$ cat config.mk
export PLATFORM = sky130hd
export DESIGN_NAME = imuldiv_seq_flat
export DESIGN_NICKNAME = d
export VERILOG_FILES = /design/src/rtl/imuldiv_seq_if.sv /design/src/rtl/imuldiv_seq.sv /design/src/flat_wrapper.sv
export SDC_FILE = /design/constraint.sdc
export NUM_CORES = 1
export LEC_CHECK = 0
export CAP_MARGIN = 5
export CORE_ASPECT_RATIO = 0.5
export CORE_MARGIN = 2
export CORE_UTILIZATION = 30
export CTS_CLUSTER_SIZE = 24
export DETAILED_ROUTE_END_ITERATION = 8
export HOLD_SLACK_MARGIN = 0.08
export PLACE_DENSITY = 0.49
export SLEW_MARGIN = 10
export SYNTH_ARGS = -nofsm -noshare
export SYNTH_HDL_FRONTEND = slang
export SYNTH_SLANG_ARGS = --single-unit
$ cat constraint.sdc
create_clock -name clk -period 7.4 [get_ports clk]
set_input_delay 0.74 -clock clk [delete_from_list [all_inputs] [get_ports clk]]
set_output_delay 0.74 -clock clk [all_outputs]
set_load 0.03 [all_outputs]
$ cat src/rtl/imuldiv_seq_if.sv
// Handshake bundle between decode/execute and the multiply/divide sequencer.
`ifndef CPU_IMDOP_WIDTH
`define CPU_IMDOP_WIDTH 4
`define CPU_IMDOP_IDLE  4'd0
`define CPU_IMDOP_MUL   4'd1
`define CPU_IMDOP_MULU  4'd2
`define CPU_IMDOP_DIV   4'd3
`define CPU_IMDOP_DIVU  4'd4
`define CPU_IMDOP_MFHI  4'd5
`define CPU_IMDOP_MFLO  4'd6
`define CPU_IMDOP_MTHI  4'd7
`define CPU_IMDOP_MTLO  4'd8
`endif

interface imuldiv_seq_if;
  logic [`CPU_IMDOP_WIDTH-1:0] i_op;
  logic [31:0]                 i_rs;
  logic [31:0]                 i_rt;
  logic                        i_ext_stall;
  logic                        i_nullify;
  logic                        o_stall;
  logic [31:0]                 o_result;
  logic                        o_busy;

  modport master (
    output i_op, i_rs, i_rt, i_ext_stall, i_nullify,
    input  o_stall, o_result, o_busy
  );

  modport slave (
    input  i_op, i_rs, i_rt, i_ext_stall, i_nullify,
    output o_stall, o_result, o_busy
  );
endinterface

$ cat src/rtl/imuldiv_seq.sv
// Multi-cycle multiply/divide sequencer owning the HI/LO register pair.
// Multiplies use 32 shift-add steps (or one array multiply when FAST_MUL=1),
// divides use 32 restoring steps, both followed by one sign-fix cycle.
`ifndef CPU_IMDOP_WIDTH
`define CPU_IMDOP_WIDTH 4
`define CPU_IMDOP_IDLE  4'd0
`define CPU_IMDOP_MUL   4'd1
`define CPU_IMDOP_MULU  4'd2
`define CPU_IMDOP_DIV   4'd3
`define CPU_IMDOP_DIVU  4'd4
`define CPU_IMDOP_MFHI  4'd5
`define CPU_IMDOP_MFLO  4'd6
`define CPU_IMDOP_MTHI  4'd7
`define CPU_IMDOP_MTLO  4'd8
`endif

module imuldiv_seq #(
  parameter int FAST_MUL = 0
) (
  input logic          clk,
  input logic          rst,
  imuldiv_seq_if.slave bus
);

  localparam logic [1:0] ST_IDLE = 2'd0;
  localparam logic [1:0] ST_MUL  = 2'd1;
  localparam logic [1:0] ST_DIV  = 2'd2;
  localparam logic [1:0] ST_FIX  = 2'd3;

  logic [1:0]  state;
  logic [4:0]  cnt;
  logic [31:0] hi;
  logic [31:0] lo;

  // Multiply datapath: accumulator, shifting multiplicand, shifting multiplier
  logic [63:0] acc;
  logic [63:0] mcand;
  logic [31:0] mplier;

  // Divide datapath: remainder, dividend/quotient shift register, divisor
  logic [31:0] rem;
  logic [31:0] quot;
  logic [31:0] dvsr;

  logic        neg_res;
  logic        neg_rem;
  logic        is_div;

  logic        op_v;
  logic        op_signed;
  logic        op_stallable;
  logic [31:0] abs_a;
  logic [31:0] abs_b;
  logic [63:0] prod_s;
  logic [63:0] prod_u;
  logic [63:0] mul_next;
  logic [32:0] rem_sh;
  logic [32:0] rem_diff;
  logic [63:0] prod_fix;
  logic [31:0] quot_fix;
  logic [31:0] rem_fix;

  // Issue decode, operand magnitudes and the one-cycle array products
  always_comb begin
    op_v      = (bus.i_op != `CPU_IMDOP_IDLE) && !bus.i_nullify && !bus.i_ext_stall;
    op_signed = (bus.i_op == `CPU_IMDOP_MUL) || (bus.i_op == `CPU_IMDOP_DIV);
    op_stallable = 1'b0;
    case (bus.i_op)
      `CPU_IMDOP_MUL, `CPU_IMDOP_MULU, `CPU_IMDOP_DIV, `CPU_IMDOP_DIVU,
      `CPU_IMDOP_MFHI, `CPU_IMDOP_MFLO, `CPU_IMDOP_MTHI, `CPU_IMDOP_MTLO:
        op_stallable = 1'b1;
      default: op_stallable = 1'b0;
    endcase
    abs_a  = (op_signed && bus.i_rs[31]) ? (32'd0 - bus.i_rs) : bus.i_rs;
    abs_b  = (op_signed && bus.i_rt[31]) ? (32'd0 - bus.i_rt) : bus.i_rt;
    prod_s = $signed({{32{bus.i_rs[31]}}, bus.i_rs}) * $signed({{32{bus.i_rt[31]}}, bus.i_rt});
    prod_u = {32'd0, bus.i_rs} * {32'd0, bus.i_rt};
  end

  // Per-cycle iteration steps and the final sign correction
  always_comb begin
    mul_next = mplier[0] ? (acc + mcand) : acc;
    rem_sh   = {rem, quot[31]};
    rem_diff = rem_sh - {1'b0, dvsr};
    prod_fix = neg_res ? (64'd0 - acc) : acc;
    quot_fix = neg_res ? (32'd0 - quot) : quot;
    rem_fix  = neg_rem ? (32'd0 - rem) : rem;
  end

  // Status and read-data outputs
  always_comb begin
    bus.o_busy   = (state != ST_IDLE);
    bus.o_stall  = (state != ST_IDLE) && op_stallable && !bus.i_nullify;
    bus.o_result = (bus.i_op == `CPU_IMDOP_MFHI) ? hi : lo;
  end

  // Sequencer: accept ops in IDLE, iterate, then fix signs and write HI/LO
  always_ff @(posedge clk) begin
    if (rst) begin
      state   <= ST_IDLE;
      cnt     <= 5'd0;
      hi      <= 32'd0;
      lo      <= 32'd0;
      acc     <= 64'd0;
      mcand   <= 64'd0;
      mplier  <= 32'd0;
      rem     <= 32'd0;
      quot    <= 32'd0;
      dvsr    <= 32'd0;
      neg_res <= 1'b0;
      neg_rem <= 1'b0;
      is_div  <= 1'b0;
    end else begin
      case (state)
        ST_IDLE: begin
          if (op_v) begin
            case (bus.i_op)
              `CPU_IMDOP_MUL, `CPU_IMDOP_MULU: begin
                if (FAST_MUL != 0) begin
                  {hi, lo} <= op_signed ? prod_s : prod_u;
                end else begin
                  acc     <= 64'd0;
                  mcand   <= {32'd0, abs_a};
                  mplier  <= abs_b;
                  neg_res <= op_signed && (bus.i_rs[31] ^ bus.i_rt[31]);
                  neg_rem <= 1'b0;
                  is_div  <= 1'b0;
                  cnt     <= 5'd0;
                  state   <= ST_MUL;
                end
              end
              `CPU_IMDOP_DIV, `CPU_IMDOP_DIVU: begin
                rem     <= 32'd0;
                quot    <= abs_a;
                dvsr    <= abs_b;
                neg_res <= op_signed && (bus.i_rs[31] ^ bus.i_rt[31]);
                neg_rem <= op_signed && bus.i_rs[31];
                is_div  <= 1'b1;
                cnt     <= 5'd0;
                state   <= ST_DIV;
              end
              `CPU_IMDOP_MTHI: hi <= bus.i_rs;
              `CPU_IMDOP_MTLO: lo <= bus.i_rs;
              default: ;
            endcase
          end
        end
        ST_MUL: begin
          acc    <= mul_next;
          mcand  <= mcand << 1;
          mplier <= mplier >> 1;
          cnt    <= cnt + 5'd1;
          if (cnt == 5'd31) state <= ST_FIX;
        end
        ST_DIV: begin
          if (!rem_diff[32]) begin
            rem  <= rem_diff[31:0];
            quot <= {quot[30:0], 1'b1};
          end else begin
            rem  <= rem_sh[31:0];
            quot <= {quot[30:0], 1'b0};
          end
          cnt <= cnt + 5'd1;
          if (cnt == 5'd31) state <= ST_FIX;
        end
        ST_FIX: begin
          if (is_div) begin
            hi <= rem_fix;
            lo <= quot_fix;
          end else begin
            {hi, lo} <= prod_fix;
          end
          state <= ST_IDLE;
        end
        default: state <= ST_IDLE;
      endcase
    end
  end

endmodule

$ cat src/flat_wrapper.sv
// flat-port wrapper written by rule: the top's interface ports become plain ports
module imuldiv_seq_flat 
#(
  parameter int FAST_MUL = 0
)
  (clk, rst, bus_i_op, bus_i_rs, bus_i_rt, bus_i_ext_stall, bus_i_nullify, bus_o_stall, bus_o_result, bus_o_busy);
  imuldiv_seq_if bus_i ();
  input logic clk;
  input logic rst;
  input wire logic [$bits(bus_i.i_op)-1:0] bus_i_op;
  input wire logic [$bits(bus_i.i_rs)-1:0] bus_i_rs;
  input wire logic [$bits(bus_i.i_rt)-1:0] bus_i_rt;
  input wire logic [$bits(bus_i.i_ext_stall)-1:0] bus_i_ext_stall;
  input wire logic [$bits(bus_i.i_nullify)-1:0] bus_i_nullify;
  output wire logic [$bits(bus_i.o_stall)-1:0] bus_o_stall;
  output wire logic [$bits(bus_i.o_result)-1:0] bus_o_result;
  output wire logic [$bits(bus_i.o_busy)-1:0] bus_o_busy;
  assign bus_i.i_op = bus_i_op;
  assign bus_i.i_rs = bus_i_rs;
  assign bus_i.i_rt = bus_i_rt;
  assign bus_i.i_ext_stall = bus_i_ext_stall;
  assign bus_i.i_nullify = bus_i_nullify;
  assign bus_o_stall = bus_i.o_stall;
  assign bus_o_result = bus_i.o_result;
  assign bus_o_busy = bus_i.o_busy;
  imuldiv_seq #(.FAST_MUL(FAST_MUL)) u_core (.clk(clk), .rst(rst), .bus(bus_i));
endmodule
-- Yosys cells after proc, flatten, opt, wreduce, memory -nomap -nowiden
Memories as Yosys holds them, arrays and structs flattened.
Cells that the tools add are included.
- add/subtract/negate cells: 8
- eq/ne operators: 20
- multiplexer cells: 41
- bitwise gates (word level): 1
- reductions and logical operators: 32
- operators with widths (kind ; number):
    32-bit 2-to-1 mux ; 18
    64-bit 2-to-1 mux ; 6
    32-bit one-hot mux with 2 select lines ; 5
    64-bit one-hot mux with 2 select lines ; 2
    1-bit by 32-bit subtractor with 32-bit output (first input constant) ; 4
    64-bit adder ; 1
    1-bit by 64-bit subtractor with 64-bit output (first input constant) ; 1
    33-bit by 32-bit subtractor with 33-bit output ; 1
    3-bit AND reduction ; 9
    4-bit by 3-bit == test with 1-bit output (second input constant) ; 3
    2-bit nonzero test ; 6
    5-bit 2-to-1 mux ; 2
    2-bit inequality test (second input constant) ; 5
    5-bit one-hot mux with 2 select lines ; 1
    4-bit by 2-bit == test with 1-bit output (second input constant) ; 2
    1-bit logical AND ; 7
    2-bit by 1-bit inequality test with 1-bit output (second input constant) ; 3
    2-bit one-hot mux with 3 select lines ; 1
    2-bit OR reduction ; 3
    5-bit by 1-bit adder with 5-bit output (second input constant) ; 1
    5-bit == test (second input constant) ; 1
    2-bit == test (second input constant) ; 2
    4-bit by 1-bit == test with 1-bit output (second input constant) ; 1
    4-bit == test (second input constant) ; 1
    13 further kinds ; 16
- flip-flop bits (word level): 330
- ROM bits: 16
- bits of input ports: 72
- output and inout bits: 34
- word-level logic and storage cells: 116
- memories: 1
- memory list (memory ; depth ; width ; read ports ; clocked after Yosys merged registers in ; write ports ; line ; text):
    (no name shown) ; 16 ; 1 ; 1 ; 0 ; 0 ; imuldiv_seq.sv:68 ; case (bus.i_op)

-- Depth between registers and ports, before layout
Gate-level depths: netlist (run 1).
- word-level depth: 7
- gate-level depth with buffers: 15
- depth with buffers taken out: 13

-- Worst setup path after synthesis (run 1)
OpenSTA, ideal clock, no wires.
- path kind: reg-to-reg
- from: reg u_core.acc[1]
- to: reg u_core.lo[22]
- setup time: 91 ps
- arrival: 3741 ps
- data required time: 7309 ps
- slack: 3568 ps
- cell stages (with the launch flop): 13
- buffers on the path: 0
- clock period less this slack: 3832 ps
- cell sequence: dfxtp_1 inv_1 ha_1 or3b_4 or4b_4 or3_4 or3_4 or3_4 or4b_4 o41ai_2 xnor2_1 o211ai_2 a311oi_1
- word-level cells in the longest chain between the ends: 4
- ends and longest elaborated chain (what ; line ; text):
    start: declaration ; imuldiv_seq.sv:36 ; logic [63:0] acc;
    start signal: assignment ; imuldiv_seq.sv:149 ; acc <= mul_next;
    1-bit by 64-bit subtractor with 64-bit output ; imuldiv_seq.sv:85 ; prod_fix = neg_res ? (64'd0 - acc) : acc;
    64-bit 2-to-1 mux ; imuldiv_seq.sv:85 ;
    32-bit 2-to-1 mux ; imuldiv_seq.sv:167 ; if (is_div) begin
    32-bit one-hot mux with 2 select lines ; imuldiv_seq.sv:114 ; case (state)
    end signal: assignment ; imuldiv_seq.sv:120 ; {hi, lo} <= op_signed ? prod_s : prod_u;
    end signal: assignment ; imuldiv_seq.sv:169 ; lo <= quot_fix;
    end signal: assignment ; imuldiv_seq.sv:171 ; {hi, lo} <= prod_fix;
    end: declaration ; imuldiv_seq.sv:33 ; logic [31:0] lo;
Every way passes these cells.
A chain may end at the register's enable or synchronous reset.

-- Worst setup path after layout (run 1)
- from: reg u_core.state[1]
- to: reg u_core.rem[30]
- word-level cells in the longest chain between the ends: 3
- elaborated cells between the ends (all ways): 7
- those cells by class: 3 x eq/ne; 1 x mux; 3 x reduce/logical
- ends and longest elaborated chain (what ; line ; text):
    start: declaration ; imuldiv_seq.sv:30 ; logic [1:0] state;
    start signal: assignment ; imuldiv_seq.sv:100 ; state <= ST_IDLE;
    start signal: assignment ; imuldiv_seq.sv:129 ; state <= ST_MUL;
    start signal: assignment ; imuldiv_seq.sv:140 ; state <= ST_DIV;
    2-bit zero test or 2-bit == test (tied branches) ; imuldiv_seq.sv:114 ;
    2-bit by 1-bit inequality test with 1-bit output (no source line) (tied with other cells) ; - ;
    3-bit AND reduction (no source line) ; - ;
    end signal: assignment ; imuldiv_seq.sv:157 ; rem <= rem_diff[31:0];
    end signal: assignment ; imuldiv_seq.sv:160 ; rem <= rem_sh[31:0];
    end: declaration ; imuldiv_seq.sv:41 ; logic [31:0] rem;
Several ways; a longest one is shown, not always the timed one.

==> summary.md, run 1 <==
| Metric | Value |
|---|---|
| Top_reg_cell synth | `dfxtp_1` |
| Reg clk slew, reported paths | `0.07 ns` |
| All-Layer GR Usage | `0.2148` |
| Mapped Cells | `3144` |
| Minimum clock period | `4.215 ns` |
| Number of port buffers | `105` |
| Hold Buf Count CTS | `0` |
| Post-synth top area share | `0.2830` |
| Die width | `398.5 um` |
| CP Max Fanout | `68` |
| Drt drc | `0` |
| Placed inst area | `25290 sq um` |
| Yosys reg bits | `330` |
| Int Pwr | `3.484 mW` |
| Sw frac | `0.3615` |
| Die height | `201.2 um` |
| Initial Util | `0.3027` |
| Post-synth EDFFs | `0` |
| Core Box Area | `77110 sq um` |
| RSZ-0062 raised after global routing | `false` |
| Hold wc startpoint | `u_core.mplier[26]` |
| Initial antenna violation count | `1` |
| Req. time, crit path | `7.91 ns` |
| Via density | `5.544` |
| Least-Margin Pin Slew | `1.197 ns` |
| Largest area contributor in the netlist | `dfxtp_1` |
| Worst Clk Skew | `0.03651 ns` |
| Fin. Hold Viols | `0` |
| DR iter-0 viols | `2121` |
| Leakage | `9.747 nW` |
| Die area | `80190 sq um` |
| Resized Gates After CTS | `0` |
| Combinational Power Share | `0.282` |
| Pin count of the biggest net entering global routing | `93` |
| Clk root buf | `clkbuf_16` |
| Multi-input logic area | `15760 sq um` |
| Setup violations, final | `0` |
| Final wirelength | `89110 um` |
| Clock power frac | `0.363` |
| Startpoint Class | `register` |
| Slew margin rel. | `0.1949` |
| Worst skew pair latency | `0.59 ns` |
| Pwr dens | `205.7 nW/um^2` |
| FF-to-FF Start | `u_core.state[1]` |
| Mapped Area | `23340 sq um` |
| Vias | `23196` |
| Worst Setup End Kind | `register` |
| Post-synthesis async set-or-reset flop share | `0` |
| DR WL/cell | `21.30 um` |
| DP HPWL | `65500 um` |
| Count leader, synth | `nand2_1` |
| Register Area | `6611 sq um` |
| # rows | `72` |
| Kind of critical path | `register to register` |
| R2r worst-path depth | `13` |
| Dominant cells by area after synthesis | `dfxtp_1 28%, nand2_1 7.5%, a21oi_1 5.9%, ha_1 5.7%, xnor2_1 5.1%` |
| DRT antenna net count | `0` |
| Vias in the first global route | `21486` |
| R2r endpoint | `u_core.rem[30]` |
| CTS tree | `built` |
| Outcome | `finished, final reports clean` |
| Area growth syn-to-layout | `13.64%` |
| Yosys warning total | `0` |
| Sequential area share after synthesis | `0.2830` |
| Post-CTS setup buffer count | `0` |
| Fill cell count | `8293` |
| Max Cap Viol | `0` |
| Path category of the worst min-delay check | `register to register` |
| Tightest hold margin | `0.4514 ns` |
| Worst vdd ir | `0.1315 mV` |
| Synth top cells by count | `469 x nand2_1, 330 x dfxtp_1, 293 x nor2_1` |
| Post-synth cell types | `78` |
| Crit path arrival time | `4.72 ns` |
| Nets | `3303` |
| Net Sw Power | `1.972 mW` |
| Layout cells sized above 1 | `0.05656` |
| Total CTS buffers | `37` |
| Max Fclk | `237.3 MHz` |
| Worst hold stages | `2` |
| Flop pwr share | `0.355` |
| First-pass GRT wire length | `133800 um` |
| Total negative slack | `0 ns` |
| H-tree lvl count | `2` |
| Design area | `26530 sq um` |
| Gr ovfl total | `0` |
| CTS Buffer Depth | `3` |
| DR pass1 iterations | `5` |
| Mapped Nets | `3324` |
| RePlAce Congestion | `0.9113` |
| Worst Hold Path EP | `u_core.mplier[26]` |
| Final worst path period share | `0.5696` |
| Worst reg-to-reg setup slack | `3.19 ns` |
| Avg Cell Area, Syn | `7.424 sq um` |
| I/O pin cnt | `106` |
| Clock sink count | `330` |
| Slew Viols, Final | `0` |
## worst max-delay path by stage
stage | endpoint | slack [ns] | start
2_1_floorplan | u_core.lo[22] | 3.57 | u_core.acc[1]
3_3_place_gp | u_core.rem[30] | 3.03 | bus_i_nullify
3_5_place_dp | u_core.rem[30] | 2.98 | bus_i_nullify
4_1_cts | u_core.rem[30] | 3.22 | u_core.state[1]
5_1_grt | u_core.rem[30] | 2.87 | u_core.quot[31]
6_report | u_core.rem[30] | 3.19 | u_core.state[1]
## critical path, stage by stage, from the launching register on
cell and delay [ns]:
dfxtp_1 0.37, inv_1 0.13, ha_1 0.39, nor3b_1 0.49, nor2b_1 0.39, and2_2 0.21
buf_4 0.56, a21o_1 0.14, buf_4 0.39, nand3b_1 0.12, buf_4 0.24, or3_1 0.32
mux2_2 0.26, o211ai_1 0.08
## metrics by stage
step	cells	util	total power, mW	worst slack, ns
after floorplan	3144	-	2.978	3.568
after global placement	4120	0.3279	3.493	3.030
after detailed placement	4120	0.3279	3.497	2.982
after CTS	4183	0.3439	5.494	3.225
after global routing	4184	0.3440	5.712	2.866
final	4184	0.3440	5.456	3.185
## layout by cell type (no fill, tap or decap), types with 38 or more instances in the layout
cell               n
clkdlybuf4s50_1  104
o211ai_1          90
a211oi_1          51
nor2_1           291
nand3_1           73
a311oi_1          47
nor3_1            44
mux2i_1           41
xor2_1           106
a21oi_1          273
nand2_1          469
inv_1             76
nand2b_1          52
dfxtp_1          328
xnor2_1          135
ha_1             103
clkbuf_16         38
a21o_1            44
o21ai_0          233
## sequential cells by signal, indices dropped and copies added (netlist names)
name / flops
u_core.lo: 32
u_core.cnt: 5
u_core.rem: 32
u_core.neg_rem: 1
u_core.is_div: 1
u_core.mcand: 64
u_core.hi: 32
u_core.dvsr: 32
u_core.state: 2
u_core.acc: 64
u_core.mplier: 32
u_core.neg_res: 1
u_core.quot: 32
## logic make-up (layout without fill, tap and decap cells)
kind of cell,Yosys count,in the layout,synth area share
flops,330,330,0.2830
xor+xnor,241,241,0.09043
other cells,0,1,0
mux,78,78,0.03591
compound gates,976,976,0.2667
fa+ha+maj,108,108,0.05853
simple gates,1133,1133,0.2207
buf+inv,278,281,0.04476
## power groups by stage
stage | Clock (mW) | Combinational (mW) | Sequential, mW
detailed placement | 0 | 1.52 | 1.97
CTS | 2.03 | 1.53 | 1.93
finish | 1.98 | 1.54 | 1.94
floorplan | 0 | 1.04 | 1.94
global placement | 0 | 1.52 | 1.97
global route | 2.09 | 1.68 | 1.94
## final cells by class
type | count | area share
Multi-Input combinational cell | 2536 | 0.5943
Sequential cell | 330 | 0.2492
Timing Repair Buffer | 141 | 0.04995
Tap cell | 1036 | 0.04887
Clock buffer | 49 | 0.03929
Inverter | 77 | 0.01090
Clock inverter | 14 | 0.007358
Antenna cell | 1 | 0.00009434
## metal layers
metal  track usage  part of all wire  vias to the layer above
met1        0.3071              0.48                    11031
met5             0                 0                        -
li1              -                 -                    11307
met4       0.07884             0.036                        0
met3       0.03353             0.063                      136
met2        0.3235              0.42                      722
(Power assumes the default switching activity.)
==> run 2: changes to the inputs <==
- clock period: 7.4 -> 4.42 ns (I/O delays scaled with it)
==> run 2 against run 1 <==
  * Combinational power increased by 69%
  * Maximum frequency increased by 1.8%
  * Clock power increased by 66%
  * Count of clock-buffer cells in the layout increased by 4
  * Register-to-register slack got worse by 2.9 ns
  * Critical path type unchanged
  * Sequential cell count unchanged
  * Critical endpoint is now u_core.lo[22]
  * Sequential share of layout area decreased by 0.29 points
==> summary.md, run 2 (same netlist as run 1, synthesis figures left out) <==
| Metric | Value |
|---|---|
| Gr ovfl total | `0` |
| Final wirelength | `88310 um` |
| Leakage | `9.957 nW` |
| Most common cell after layout, fill and taps aside | `nand2_1` |
| Flop pwr share | `0.354` |
| Minimum clock period | `4.140 ns` |
| Nets | `3344` |
| Combinational Power Share | `0.285` |
| Layout cells sized above 1 | `0.06753` |
| Cell with the largest stage delay on the worst path | `or4b_4` |
| Kind of critical path | `register to register` |
| Core Box Area | `77110 sq um` |
| Final std cells w/o fill | `4221` |
| Cell Chain, Critical Path | `inv_1 > ha_1 > or3b_4 > or4b_4 > or3_4 > or3_4 > or3_4 > or4b_4 > o41ai_2 > xnor2_1 > o211ai_2 > a311oi_1` |
| DR iter-0 viols | `1991` |
| Vias | `23345` |
| Met2 usage | `0.3275` |
| First-pass GRT wire length | `134100 um` |
| Multi-input logic area | `15760 sq um` |
| Vias in the first global route | `21900` |
| Outcome | `finished, final reports clean` |
| Die area | `80190 sq um` |
| DR WL/cell | `20.92 um` |
| R2r worst-path depth | `12` |
| GR peak layer | `met2` |
| Register Area | `6611 sq um` |
| Net Sw Power | `3.263 mW` |
| Final Core Density | `0.3480` |
| Worst Setup End Kind | `register` |
| Clock sink count | `330` |
| Least-Margin Pin Slew | `1.032 ns` |
| Startpoint Class | `register` |
| Cell count after placement | `4159` |
| DR pass1 iterations | `5` |
| Max Fclk | `241.6 MHz` |
| Worst skew pair latency | `0.58 ns` |
| Fill cell count | `8298` |
| CTS tree | `built` |
| Req. time, crit path | `4.91 ns` |
| R2r endpoint | `u_core.lo[22]` |
| Worst vdd ir | `0.2644 mV` |
| Pwr dens | `340.4 nW/um^2` |
| Delay of the slowest critical-path stage | `0.55 ns` |
| Post-CTS setup buffer count | `0` |
| Initial Util | `0.3027` |
| CTS Buffer Depth | `3` |
| Die height | `201.2 um` |
| Die width | `398.5 um` |
| I/O pin cnt | `106` |
| Met1 usage | `0.2984` |
| Slew margin rel. | `0.3091` |
| Total negative slack | `0 ns` |
| # rows | `72` |
| Max Cap Viol | `0` |
| Resized Gates After CTS | `0` |
| Sw frac | `0.3572` |
| Reg clk slew, reported paths | `0.07 ns` |
| Critical path startpoint | `u_core.acc[1]` |
| CP dominant cell by count | `or3_4` |
| DRT antenna net count | `0` |
| Worst path bufs/invs | `1` |
| Fin. Hold Viols | `0` |
| CP Depth | `12` |
| RSZ-0062 raised after global routing | `false` |
| Clk root buf | `clkbuf_16` |
| GRT met3 Usage | `0.04130` |
| Total CTS buffers | `39` |
| Clock power frac | `0.360` |
| Slew Viols, Final | `0` |
| Hold Buf Count CTS | `0` |
| Final worst path period share | `0.9366` |
| Worst Clk Skew | `0.01851 ns` |
| Leading cell types in the layout, fill and taps excluded | `469 x nand2_1, 328 x dfxtp_1, 291 x nor2_1` |
| Initial antenna violation count | `1` |
| Pin count of the biggest net entering global routing | `91` |
| Drt drc | `0` |
| Crit path to | `u_core.lo[22]` |
| Int Pwr | `5.872 mW` |
| Number of port buffers | `105` |
| All-Layer GR Usage | `0.2147` |
| Area growth syn-to-layout | `14.97%` |
| CP Max Fanout | `5` |
| FF-to-FF Start | `u_core.acc[1]` |
| H-tree lvl count | `2` |
| Path category of the worst min-delay check | `input port to register` |
| Via density | `5.531` |
| RePlAce Congestion | `0.9367` |
| Delay-heaviest family, CP | `simple AND/OR/NAND/NOR gates` |
| Setup violations, final | `0` |
| Crit path arrival time | `4.63 ns` |
| Worst reg-to-reg setup slack | `0.28 ns` |
| DP HPWL | `65810 um` |
| Largest regs | `u_core.acc x64, u_core.mcand x64` |
==> run 2: cell count changes in the layout (fill, tap and decap cells not counted) <==
cell       change
clkinv_8       -1
clkbuf_8       +1
buf_4         +37
clkbuf_16      +3
buf_12         +2
clkinv_4       -2
inv_6          +1
bufinv_16      -2
clkinv_2       -2
==> run 2: final cells by class <==
type,count,share of cell area
diodes,1,0.00009324
clock buffers,53,0.04215
inverters,77,0.01077
flip-flops and latches,330,0.2464
repair buffers,180,0.06122
multi-input cells,2536,0.5874
clock inverters,8,0.003730
well taps,1036,0.04830
==> run 2: how the worst min path moves through the flow <==
stage	slack, ns	to	cells after the start	start
6_report	0.44	u_core.quot[31]	2	rst
5_1_grt	0.47	u_core.mplier[14]	2	u_core.mplier[14]
4_1_cts	0.44	u_core.quot[31]	2	rst
3_5_place_dp	0.44	u_core.mplier[15]	2	u_core.mplier[15]
3_3_place_gp	0.44	u_core.lo[25]	2	u_core.lo[25]
2_1_floorplan	0.43	u_core.hi[1]	2	u_core.hi[1]
==> run 2: power by group through the flow <==
stage                     sequential [mW]  clock, mW  combinational [mW]
after floorplan                      3.24          0                1.74
after global placement               3.30          0                2.58
after detailed placement             3.30          0                2.58
after CTS                            3.23       3.37                2.60
after global routing                 3.25       3.49                2.85
final                                3.24       3.29                2.61
==> run 2: per-stage QoR <==
| step | total power, mW | cell area [sq um] | worst slack [ns] | hold slack (ns) |
|---|---|---|---|---|
| 6_report | 9.136 | 26840 | 0.2803 | 0.4364 |
| 5_1_grt | 9.599 | 26840 | 0.06790 | 0.4670 |
| 4_1_cts | 9.204 | 26830 | 0.2975 | 0.4380 |
| 3_5_place_dp | 5.884 | 25600 | 0.3362 | 0.4446 |
| 3_3_place_gp | 5.879 | 25600 | 0.3187 | 0.4351 |
| 2_1_floorplan | 4.986 | 23340 | 0.5883 | 0.4285 |
==> run 2: per-layer routing <==
layer  wire length [um]  vias to the layer above
met5                  0                        -
met1              41870                    11231
met2              37930                      598
met3               5334                      138
met4               3177                        0
li1                   -                    11378
==> run 3: changes to the inputs <==
- CORE_MARGIN: 2 -> unset
==> run 3 against run 2 <==
  * The flow now finishes with violations (DRC)
  * First-iteration DRC count up 3.8%
  * Non-clock buffer count is 4 lower
  * Register-to-register slack got worse by 0.02 ns
  * Largest cell class unchanged
  * Largest power group unchanged
  * Highest routed layer unchanged
==> summary.md, run 3 (same netlist as run 1, synthesis figures left out) <==
| Metric | Value |
|---|---|
| Die width | `396.5 um` |
| Path category of the worst min-delay check | `register to register` |
| Slew margin rel. | `0.2451` |
| Worst skew pair latency | `0.57 ns` |
| Worst Clk Skew | `0.02097 ns` |
| Failing checks | `DRC` |
| Tightest hold margin | `0.4514 ns` |
| Req. time, crit path | `4.90 ns` |
| Critical path startpoint | `u_core.acc[1]` |
| # rows | `71` |
| Hold Buf Count CTS | `0` |
| Post-CTS setup buffer count | `0` |
| DR pass1 iterations | `9` |
| Number of port buffers | `105` |
| Area growth syn-to-layout | `14.82%` |
| CTS tree | `built` |
| CTS Buffer Depth | `3` |
| Startpoint Class | `register` |
| Pin count of the biggest net entering global routing | `128` |
| Die area | `78990 sq um` |
| Resized Gates After CTS | `0` |
| Hold wc startpoint | `u_core.mplier[28]` |
| Worst Setup End Kind | `register` |
| Nets | `3338` |
| Most common cell after layout, fill and taps aside | `nand2_1` |
| First-pass GRT wire length | `132400 um` |
| Clk root buf | `clkbuf_16` |
| Kind of critical path | `register to register` |
| Initial Util | `0.3070` |
| Max Fclk | `240.4 MHz` |
| Fin. Hold Viols | `0` |
| DR WL/cell | `20.78 um` |
| Vias | `23242` |
| Gr ovfl total | `0` |
| Crit path arrival time | `4.64 ns` |
| I/O pin cnt | `106` |
| Worst vdd ir | `0.2332 mV` |
| Via density | `5.529` |
| Die height | `199.2 um` |
| Layout cells sized above 1 | `0.06600` |
| N_diodes | `0` |
| DRT antenna net count | `0` |
| Leakage | `9.934 nW` |
| Final wirelength | `87360 um` |
| Final worst path period share | `0.9411` |
| CP Max Fanout | `5` |
| H-tree lvl count | `2` |
| All-Layer GR Usage | `0.2163` |
| Vias in the first global route | `21603` |
| RSZ-0062 raised after global routing | `false` |
| Final Core Density | `0.3524` |
| Setup violations, final | `0` |
| Total power after layout | `9.136 mW` |
| Clock sink count | `330` |
| DR iter-0 viols | `2067` |
| Total negative slack | `0 ns` |
| Minimum clock period | `4.160 ns` |
| Slew Viols, Final | `0` |
| Initial antenna violation count | `0` |
| RePlAce Congestion | `0.9243` |
| Core Box Area | `76040 sq um` |
| Least-Margin Pin Slew | `1.127 ns` |
| Drt drc | `8` |
| DP HPWL | `65100 um` |
| Outcome | `finished, violations left` |
| Max Cap Viol | `0` |
| Largest regs | `u_core.acc x64, u_core.mcand x64` |
| Total CTS buffers | `37` |
| FF-to-FF Start | `u_core.acc[1]` |
| Pwr dens | `340.9 nW/um^2` |
| Leading cell types in the layout, fill and taps excluded | `469 x nand2_1, 328 x dfxtp_1, 291 x nor2_1` |
| Reg clk slew, reported paths | `0.07 ns` |
-- run 3: worst paths after layout --
kind / endpoint / slack [ns] / cells past startpoint
max: u_core.lo[22] / 0.26 / 12
min: u_core.mplier[28] / 0.45 / 2
max reg2reg: u_core.lo[22] / 0.26 / 12
min reg2reg: u_core.mplier[28] / 0.45 / 2
-- run 3: final cells by class --
type | instances | area (sq um)
tap | 1022 | 1279
multi-input combinational | 2536 | 15770
fill | 8191 | 49240
clock buffer | 52 | 1042
timing repair buffer | 176 | 1625
inverter | 77 | 289.0
clock inverter | 11 | 185.2
sequential | 330 | 6611
-- run 3: through the flow --
| stage | worst slack [ns] | area (sq um) | instances |
|---|---|---|---|
| finish | 0.2604 | 26800 | 4204 |
| global placement | 0.3655 | 25570 | 4141 |
| floorplan | 0.5883 | 23340 | 3144 |
| global route | 0.08679 | 26800 | 4204 |
| CTS | 0.2808 | 26800 | 4204 |
| detailed placement | 0.3172 | 25570 | 4141 |
-- run 3: per-layer routing --
metal,wire length [um],GRT usage
met2,37720,0.3357
met5,0,0
met3,5420,0.03987
met1,41720,0.3017
met4,2503,0.06707
-- run 3: where the power goes --
part	internal, mW	leakage, nW	switching (mW)
clock network	1.93	0.596	1.38
registers	3.10	2.66	0.127
logic	0.868	6.67	1.72
-- run 3: worst max-delay path, stage by stage (launching register included) --
cell and delay [ns]:
dfxtp_1 0.36, inv_1 0.14, ha_1 0.21, or3b_4 0.43
or4b_4 0.54, or3_4 0.36, or3_4 0.35, or3_4 0.35
or4b_4 0.53, o41ai_2 0.24, xnor2_1 0.17, o211ai_2 0.09
a311oi_1 0.30
